$ cat src/rtl/layer_compositor_if.sv
// Pixel/colour/collision bus between the object managers, the compositor and vga_sync.
// The master side drives pixels, colours and group masks; the slave (compositor) drives RGB and hits.
interface layer_compositor_if #(
   parameter int unsigned N_LAYERS = 16,
   parameter int unsigned COLOR_W  = 10
);
   logic [9:0]                    iPx;
   logic [9:0]                    iPy;
   logic                          iActive;
   logic [N_LAYERS-1:0]           iPixel;
   logic [N_LAYERS*3*COLOR_W-1:0] iLayerColor;
   logic [N_LAYERS-1:0]           iGroupA;
   logic [N_LAYERS-1:0]           iGroupB;
   logic [COLOR_W-1:0]            oR;
   logic [COLOR_W-1:0]            oG;
   logic [COLOR_W-1:0]            oB;
   logic [9:0]                    oPx;
   logic [9:0]                    oPy;
   logic [N_LAYERS-1:0]           oHitLayer;
   logic                          oHitValid;
   logic [15:0]                   oHitCount;

   modport master (
      output iPx, iPy, iActive, iPixel, iLayerColor, iGroupA, iGroupB,
      input  oR, oG, oB, oPx, oPy, oHitLayer, oHitValid, oHitCount
   );

   modport slave (
      input  iPx, iPy, iActive, iPixel, iLayerColor, iGroupA, iGroupB,
      output oR, oG, oB, oPx, oPy, oHitLayer, oHitValid, oHitCount
   );
endinterface

$ cat src/rtl/layer_compositor.sv
// Priority compositor of N_LAYERS sprite pixel streams with per-frame A/B group collision flags.
// Define LAYER_COMPOSITOR_HITCOUNT_EN to build the saturating colliding-pixel counter (oHitCount).
module layer_compositor #(
   parameter int unsigned           N_LAYERS = 16,
   parameter int unsigned           COLOR_W  = 10,
   parameter logic [3*COLOR_W-1:0]  BG_COLOR = '0
) (
   input logic               iCLK,
   input logic               iRST_N,
   layer_compositor_if.slave bus
);
   localparam int unsigned PIX_W = 3 * COLOR_W;
   localparam logic [N_LAYERS-1:0] ONE = {{(N_LAYERS-1){1'b0}}, 1'b1};

   logic [N_LAYERS-1:0] r_s1_pix;
   logic [9:0]          r_s1_px;
   logic [9:0]          r_s1_py;
   logic                r_s1_active;
   logic                r_prev_zero;

   logic [PIX_W-1:0]    r_rgb;
   logic [9:0]          r_px;
   logic [9:0]          r_py;

   logic [N_LAYERS-1:0] r_mask_a;
   logic [N_LAYERS-1:0] r_mask_b;
   logic [N_LAYERS-1:0] r_acc;
   logic                r_primed;
   logic [N_LAYERS-1:0] r_hit_layer;
   logic                r_hit_valid;

   logic [PIX_W-1:0]    w_color;
   logic                w_s1_zero;
   logic                w_frame_evt;
   logic [N_LAYERS-1:0] w_pa;
   logic [N_LAYERS-1:0] w_pb;
   logic                w_pa_single;
   logic                w_collide;
   logic [N_LAYERS-1:0] w_coll_bits;

   // Scan from the top so the lowest-index set layer is the one that sticks.
   always_comb begin
      w_color = BG_COLOR;
      for (int i = int'(N_LAYERS) - 1; i >= 0; i--) begin
         if (r_s1_pix[i]) begin
            w_color = bus.iLayerColor[i*PIX_W +: PIX_W];
         end
      end
      if (!r_s1_active) begin
         w_color = '0;
      end
   end

   assign w_s1_zero   = (r_s1_px == 10'd0) && (r_s1_py == 10'd0);
   assign w_frame_evt = w_s1_zero && !r_prev_zero;

   // A collision needs a distinct A/B layer pair: one lone layer present in both groups is not one.
   assign w_pa        = r_s1_pix & r_mask_a;
   assign w_pb        = r_s1_pix & r_mask_b;
   assign w_pa_single = ((w_pa & (w_pa - ONE)) == '0);
   assign w_collide   = r_s1_active && (|w_pa) && (|w_pb) && !((w_pa == w_pb) && w_pa_single);
   assign w_coll_bits = r_s1_pix & (r_mask_a | r_mask_b);

   always_ff @(posedge iCLK or negedge iRST_N) begin
      if (!iRST_N) begin
         r_s1_pix    <= '0;
         r_s1_px     <= '0;
         r_s1_py     <= '0;
         r_s1_active <= 1'b0;
         r_prev_zero <= 1'b1;
         r_rgb       <= '0;
         r_px        <= '0;
         r_py        <= '0;
      end else begin
         r_s1_pix    <= bus.iPixel;
         r_s1_px     <= bus.iPx;
         r_s1_py     <= bus.iPy;
         r_s1_active <= bus.iActive;
         r_prev_zero <= w_s1_zero;
         r_rgb       <= w_color;
         r_px        <= r_s1_px;
         r_py        <= r_s1_py;
      end
   end

   // The boundary pixel's own collision seeds the new frame rather than the published one.
   always_ff @(posedge iCLK or negedge iRST_N) begin
      if (!iRST_N) begin
         r_mask_a    <= '0;
         r_mask_b    <= '0;
         r_acc       <= '0;
         r_primed    <= 1'b0;
         r_hit_layer <= '0;
         r_hit_valid <= 1'b0;
      end else begin
         r_hit_valid <= 1'b0;
         if (w_frame_evt) begin
            if (r_primed) begin
               r_hit_layer <= r_acc;
               r_hit_valid <= 1'b1;
            end
            r_acc    <= w_collide ? w_coll_bits : '0;
            r_mask_a <= bus.iGroupA;
            r_mask_b <= bus.iGroupB;
            r_primed <= 1'b1;
         end else if (w_collide) begin
            r_acc <= r_acc | w_coll_bits;
         end
      end
   end

`ifdef LAYER_COMPOSITOR_HITCOUNT_EN
   logic [15:0] r_cnt;
   logic [15:0] r_hit_count;

   always_ff @(posedge iCLK or negedge iRST_N) begin
      if (!iRST_N) begin
         r_cnt       <= '0;
         r_hit_count <= '0;
      end else if (w_frame_evt) begin
         if (r_primed) begin
            r_hit_count <= r_cnt;
         end
         r_cnt <= {15'd0, w_collide};
      end else if (w_collide && (r_cnt != 16'hFFFF)) begin
         r_cnt <= r_cnt + 16'd1;
      end
   end

   assign bus.oHitCount = r_hit_count;
`else
   assign bus.oHitCount = 16'd0;
`endif

   assign bus.oR        = r_rgb[3*COLOR_W-1:2*COLOR_W];
   assign bus.oG        = r_rgb[2*COLOR_W-1:COLOR_W];
   assign bus.oB        = r_rgb[COLOR_W-1:0];
   assign bus.oPx       = r_px;
   assign bus.oPy       = r_py;
   assign bus.oHitLayer = r_hit_layer;
   assign bus.oHitValid = r_hit_valid;
endmodule

$ cat src/flat_wrapper.sv
// flat-port wrapper written by rule: the top's interface ports become plain ports
module layer_compositor_flat 
#(
   parameter int unsigned           N_LAYERS = 16,
   parameter int unsigned           COLOR_W  = 10,
   parameter logic [3*COLOR_W-1:0]  BG_COLOR = '0
)
  (iCLK, iRST_N, bus_iPx, bus_iPy, bus_iActive, bus_iPixel, bus_iLayerColor, bus_iGroupA, bus_iGroupB, bus_oR, bus_oG, bus_oB, bus_oPx, bus_oPy, bus_oHitLayer, bus_oHitValid, bus_oHitCount);
  layer_compositor_if #(.N_LAYERS(N_LAYERS), .COLOR_W(COLOR_W)) bus_i ();
  input logic iCLK;
  input logic iRST_N;
  input wire logic [$bits(bus_i.iPx)-1:0] bus_iPx;
  input wire logic [$bits(bus_i.iPy)-1:0] bus_iPy;
  input wire logic [$bits(bus_i.iActive)-1:0] bus_iActive;
  input wire logic [$bits(bus_i.iPixel)-1:0] bus_iPixel;
  input wire logic [$bits(bus_i.iLayerColor)-1:0] bus_iLayerColor;
  input wire logic [$bits(bus_i.iGroupA)-1:0] bus_iGroupA;
  input wire logic [$bits(bus_i.iGroupB)-1:0] bus_iGroupB;
  output wire logic [$bits(bus_i.oR)-1:0] bus_oR;
  output wire logic [$bits(bus_i.oG)-1:0] bus_oG;
  output wire logic [$bits(bus_i.oB)-1:0] bus_oB;
  output wire logic [$bits(bus_i.oPx)-1:0] bus_oPx;
  output wire logic [$bits(bus_i.oPy)-1:0] bus_oPy;
  output wire logic [$bits(bus_i.oHitLayer)-1:0] bus_oHitLayer;
  output wire logic [$bits(bus_i.oHitValid)-1:0] bus_oHitValid;
  output wire logic [$bits(bus_i.oHitCount)-1:0] bus_oHitCount;
  assign bus_i.iPx = bus_iPx;
  assign bus_i.iPy = bus_iPy;
  assign bus_i.iActive = bus_iActive;
  assign bus_i.iPixel = bus_iPixel;
  assign bus_i.iLayerColor = bus_iLayerColor;
  assign bus_i.iGroupA = bus_iGroupA;
  assign bus_i.iGroupB = bus_iGroupB;
  assign bus_oR = bus_i.oR;
  assign bus_oG = bus_i.oG;
  assign bus_oB = bus_i.oB;
  assign bus_oPx = bus_i.oPx;
  assign bus_oPy = bus_i.oPy;
  assign bus_oHitLayer = bus_i.oHitLayer;
  assign bus_oHitValid = bus_i.oHitValid;
  assign bus_oHitCount = bus_i.oHitCount;
  layer_compositor #(.N_LAYERS(N_LAYERS), .COLOR_W(COLOR_W), .BG_COLOR(BG_COLOR)) u_core (.iCLK(iCLK), .iRST_N(iRST_N), .bus(bus_i));
endmodule
$ cat config.mk
export PLATFORM = sky130hd
export DESIGN_NAME = layer_compositor_flat
export DESIGN_NICKNAME = d
export VERILOG_FILES = /design/src/rtl/layer_compositor_if.sv /design/src/rtl/layer_compositor.sv /design/src/flat_wrapper.sv
export SDC_FILE = /design/constraint.sdc
export NUM_CORES = 1
export LEC_CHECK = 0
export ABC_AREA = 0
export CAP_MARGIN = 20
export CORE_AREA = 2 2 246 248
export DETAILED_ROUTE_END_ITERATION = 12
export DIE_AREA = 0 0 248 250
export SLEW_MARGIN = 5
export SYNTH_ARGS = -nofsm -noshare
export SYNTH_HDL_FRONTEND = slang
export SYNTH_SLANG_ARGS = --single-unit
$ cat constraint.sdc
create_clock -name iCLK -period 2.4 [get_ports iCLK]
set_clock_uncertainty 0.05 [all_clocks]
set_input_delay 0.72 -clock iCLK [delete_from_list [all_inputs] [get_ports iCLK]]
set_output_delay 0.72 -clock iCLK [all_outputs]
set_load 0.02 [all_outputs]
Word-level counts from Yosys, hierarchy flattened
Cells that the tools add are included.

$add $sub $neg: 1. Eq/ne operators: 1. Muxes and demuxes: 22. Bitwise gates (word level): 6. Reduce and logical (&&, ||, !) cells: 15.

Operators with widths (count): two-way mux 30 bit (17); AND 16 bit (4); two-way mux 16 bit (3); OR 16 bit (2); OR reduction 16 bit (2); zero test 10 bit (2); equality test 16 bit (1); zero test 16 bit (1); subtractor 16 x 1 -> 16 bit (second input constant) (1); logical AND 1 bit (6); zero test 1 bit (2); two-way mux 1 bit (2); AND reduction 2 bit (1); nonzero test 2 bit (1).

Register bits after elaboration: 154. Input port bits: 551. Output and inout bits: 83. Word-level logic and storage cells: 59.

Longest topological paths before layout
Word-level depth: 17. Depth in mapped cells: 8. Depth with buffers taken out: 6.

Worst setup path after synthesis
OpenSTA, ideal clock, no wires.

Kind: register to register. Start point: reg u_core.r_s1_py[6]. End point: reg u_core.r_hit_layer[10] (netlist: u_core.bus.oHitLayer[10]). Setup time: 0.125 ns. Arrival time: 2.150 ns. Required time: 2.225 ns. Path slack: 0.075 ns. Stages on the path, launching flop included: 7. Buffers on the path: 2. Period minus slack after synthesis: 2.325 ns. Cells stage by stage: dfrtp_1 -> or4_1 -> nor4_2 -> and2_1 -> buf_2 -> buf_4 -> mux2_2.

Longest elaborated chain between the ends: 4.

RTL lines: start, declared (line layer_compositor.sv:17) `logic [9:0] r_s1_py;`; start signal, assigned (line layer_compositor.sv:77) `r_s1_py <= bus.iPy;`; zero test 10 bit (line layer_compositor.sv:54) `assign w_s1_zero = (r_s1_px == 10'd0) && (r_s1_py == 10'd0);`; logical AND 1 bit (line layer_compositor.sv:54); logical AND 1 bit (line layer_compositor.sv:55) `assign w_frame_evt = w_s1_zero && !r_prev_zero;`; AND reduction 2 bit (no source line); end signal, assigned (line layer_compositor.sv:99) `r_hit_layer <= r_acc;`; end, declared (line layer_compositor.sv:29) `logic [N_LAYERS-1:0] r_hit_layer;`.

No other way between the ends. A chain may end at the register's enable or synchronous reset.

Worst setup path after layout
Start point: reg u_core.r_s1_pix[0]. End point: reg u_core.r_acc[3].

Longest elaborated chain between the ends: 9. Elaborated cells between the ends (all ways): 16. Classes of those cells: add/sub (1); eq/ne (1); mux (2); bitwise (3); reduce/logical (9).

RTL lines: start, declared (line layer_compositor.sv:15) `logic [N_LAYERS-1:0] r_s1_pix;`; start signal, assigned (line layer_compositor.sv:75) `r_s1_pix <= bus.iPixel;`; AND 16 bit (line layer_compositor.sv:58) `assign w_pa = r_s1_pix & r_mask_a;`; subtractor 16 x 1 -> 16 bit (line layer_compositor.sv:60) `assign w_pa_single = ((w_pa & (w_pa - ONE)) == '0);`; AND 16 bit (line layer_compositor.sv:60); zero test 16 bit (line layer_compositor.sv:60); logical AND 1 bit (line layer_compositor.sv:61) `assign w_collide = r_s1_active && (|w_pa) && (|w_pb) && !((w_pa == w_pb) && w_pa_single);`; zero test 1 bit (line layer_compositor.sv:61); logical AND 1 bit * (line layer_compositor.sv:61); two-way mux 16 bit (line layer_compositor.sv:102) `r_acc <= w_collide ? w_coll_bits : '0;`; two-way mux 16 bit (line layer_compositor.sv:97) `if (w_frame_evt) begin`; end signal, assigned (line layer_compositor.sv:102); end signal, assigned (line layer_compositor.sv:107) `r_acc <= r_acc | w_coll_bits;`; end, declared (line layer_compositor.sv:27) `logic [N_LAYERS-1:0] r_acc;`.

Every way passes the cells marked *; elsewhere a longest branch is shown, timed or not.

==> run_results.csv <==
group,metric,value,unit
sta,setup_viol,16,
flow_run,cap_violations,0,
cts,ctsLongestPathBuffers,2,
yosys,yosys-top-cells-count,"nand2_1, dfrtp_1, o22ai_1",
setup_path,crit_required,2.69,ns
cts,cts_sinks,154,
setup_path,setup.worst_path.end_class,"register",
power_and_ir_drop,power_density,459,nW/µm²
sta,rsz0062_at_grt,"true",
cts,cts_tree,"built",
yosys,syn_area,8740,µm²
yosys,synth_compound_area_share,35.1,%
setup_path,cpMostUsedCell,"buf_6",
die,core,59600,µm²
placement,preCtsSetupSlack,-0.276,ns
setup_path,cp_cell_sequence,"a222oi_1, nand4_1, buf_4, buf_6, a21oi_2, nor2b_2, nor4_4, buf_6, o21ai_1",
power_and_ir_drop,power.leakage,6.47,nW
power_and_ir_drop,peakVddDrop,0.495,mV
placement,gp_congestion,0.926,
yosys,synth-xor-area-share,1.40,%
detailed_routing,drc,0,
setup_path,slowest_stage,"a222oi_1",
yosys,netlist_instances,951,
cts,hold_buffers,0,
grt,antenna_found_initial,9,
yosys,ys_types,39,
grt,track_usage,18.4,%
sta,hold_ws,0.145,ns
sta,max_freq,0.411,GHz
yosys,netlist_top_cells_area,"dfrtp_1, o22ai_1, nand2_1, a221oi_1, o21ai_0",
sta,hold_viol_final,0,
outcome,violations,"negative setup slack",
sta,slew_headroom,49.8,%
yosys,yosysMostFrequentCell,"nand2_1",
final_layout,post-route-util,28.9,%
detailed_routing,drt-total-wl,60300,µm
die,die_w,248,µm
grt,grt_pass1_vias,11400,
grt,gr-total-overflow,0,
sta,fin_ws,-0.0335,ns
yosys,synth.area.mux_share,2.06,%
yosys,synth_adder_area_share,0,%
setup_path,critPathArrivalTime,2.73,ns
final_layout,syn2layout_area_growth,96.7,%
placement,hpwl,47200,µm
yosys,yosys.area.top_type,"dfrtp_1",
detailed_routing,firstDrtPassIters,9,
setup_path,max_stage_delay,0.43,ns
setup_path,crit_type,"register to register",
cts,htreeDepth,4,
yosys,yosys_register_bits,154,
detailed_routing,antenna_left,0,
grt,grt_first_pass_wirelength,81000,µm
final_layout,fin_area,17200,µm²
detailed_routing,wl_per_cell,25.3,µm
cts,cts_buffers,17,
die,boundaryPins,634,
yosys,synth-simple-area-share,11.4,%
yosys,syn_avg_cell_area,9.19,µm²
grt,grt_max_degree,65,
yosys,synth_ff_type,"dfrtp_1",
yosys,synth_async_sr_flop_share,100,%
detailed_routing,dr.first_iter.drc_count,1072,
final_layout,drive_gt1_share,13.8,%
sta,maxSlewViolCount,0,
cts,clock-root-buffer,"clkbuf_16",
yosys,synth_top_family_by_area,"compound AO/OA/AOI/OAI gates",
die,die_h,250,µm
yosys,synth_top_area_share,43.8,%
setup_path,critPathLaunchType,"register",
worst_hold_path,hp-class,"input port to async pin",
yosys,ys_seq_area_share,44.1,%
placement,portBuffers,617,
sta,fin_crit_sh,101,%
detailed_routing,vias_per_cell,4.72,
final_layout,fin_nets,2138,
cts,clk_latency,0.46,ns
die,die_area,62000,µm²
yosys,ys.warnings.count,0,
placement,post_dp_cell_area,16400,µm²
cts,clk_pin_slew,0.07,ns
sta,tightest_slew,0.753,ns
outcome,outcome,"complete, but fails checks",
setup_path,cp_max_fo,8,
yosys,synth_edf_count,0,
sta,post-route-min-period,2.43,ns
die,row_count,90,
die,initial_core_util,14.7,%
detailed_routing,via_count,11300,
==> cell families after synthesis <==
| kind of cell | after synthesis |
|---|---|
| compound gates | 424 |
| xor+xnor | 14 |
| buf+inv | 115 |
| flops | 154 |
| mux | 16 |
| other cells | 1 |
| simple gates | 227 |
==> critical path, delay by kind of cell (launching register included) <==
| kind | cells | cell delay (ns) |
|---|---|---|
| flip-flops | 1 | 0.42 |
| AO/OA/AOI/OAI | 3 | 0.60 |
| buffers and inverters | 3 | 0.52 |
| AND/OR/NAND/NOR | 3 | 0.73 |
==> worst paths after layout <==
| kind | startpoint | cells after the start | slack [ns] | to |
|---|---|---|---|---|
| min reg2reg | u_core.r_s1_px[1]$_DFF_PN0_ | 0 | 0.32 | u_core.bus.oPx[1]$_DFF_PN0_ |
| max reg2reg | u_core.r_s1_pix[0]$_DFF_PN0_ | 9 | -0.03 | u_core.r_acc[3]$_DFFE_PN0P_ |
| min | iRST_N | 1 | 0.14 | u_core.r_s1_px[2]$_DFF_PN0_ |
| max in group asynchronous | iRST_N | 2 | 1.47 | u_core.r_prev_zero$_DFF_PN1_ |
| max | u_core.r_s1_pix[0]$_DFF_PN0_ | 9 | -0.03 | u_core.r_acc[3]$_DFFE_PN0P_ |
| min in group iCLK | u_core.r_s1_px[1]$_DFF_PN0_ | 0 | 0.32 | u_core.bus.oPx[1]$_DFF_PN0_ |
==> placed cells by master (no fill, tap or decap), types with 3 or more instances in the layout <==
cell	netlist	routed
o31ai_1	31	31
inv_1	5	5
xor2_1	14	14
nand3_1	33	32
nand4_1	8	8
a22oi_1	13	13
buf_6	2	4
dfrtp_1	153	146
o21ai_0	71	64
inv_8	0	5
a221oi_1	62	61
clkinv_8	0	4
buf_12	0	19
a22o_1	3	3
a31oi_1	3	3
nand2_1	158	156
clkbuf_16	0	17
a211oi_1	31	29
mux2_2	16	16
o21ai_2	10	15
conb_1	1	16
and2_1	3	3
buf_4	17	73
a31o_2	30	30
or2_2	3	3
o22ai_1	120	120
a222oi_1	31	31
dfrtp_2	0	7
o211ai_1	16	16
clkdlybuf4s50_1	0	616
==> metal layers <==
| layer | vias to the layer above | part of all wire [%] | track usage, % | routed length, µm |
|---|---|---|---|---|
| met1 | 5469 | 41 | 23.3 | 24800 |
| li1 | 5011 | - | - | - |
| met2 | 678 | 46 | 29.9 | 27900 |
| met5 | - | 0.15 | 0 | 89 |
| met4 | 14 | 2.3 | 6.19 | 1370 |
| met3 | 79 | 10 | 5.08 | 6010 |
==> power by group <==
group,leakage [nW],internal [mW],switching [mW]
clock network,0.316,1.62,1.33
logic,4.43,1.24,0.953
registers,1.72,2.68,0.0625
==> final cells by class <==
type                    count  area (µm²)
diodes                      2        5.00
clock buffers              17         425
well taps                 782         978
flip-flops and latches    154        3860
repair buffers            712        7140
clock inverters            15         224
inverters                   5        18.8
fillers                  6216       42400
multi-input cells         697        4540
==> sequential cells by signal, indices dropped and copies added (netlist names) <==
register / flops
u_core.r_prev_zero: 1
u_core.r_s1_py: 10
u_core.r_mask_b: 16
u_core.r_rgb: 30
u_core.bus.oHitLayer: 16
u_core.bus.oPy: 10
u_core.r_mask_a: 16
u_core.r_primed: 1
u_core.r_s1_px: 10
u_core.bus.oHitValid: 1
u_core.r_acc: 16
u_core.r_s1_pix: 16
u_core.bus.oPx: 10
u_core.r_s1_active: 1
==> stage by stage <==
step	power, mW	instances	setup TNS, ns
finish	7.89	2384	-0.395
floorplan	3.39	966	0
CTS	7.98	2379	0
detailed placement	4.96	2344	-2.60
global route	8.21	2384	-3.64
global placement	4.95	2344	-2.69
==> repair_timing <==
action | 4_1_cts | 5_1_grt
hold endpoints to repair | 0 | 0
pin swaps | 1 | 19
resized for setup | 2 | 22
gates cloned | 0 | 0
setup endpoints to repair | 16 | 37
setup buffers | 3 | 3
Note: power is estimated with default switching activity, not from simulation.
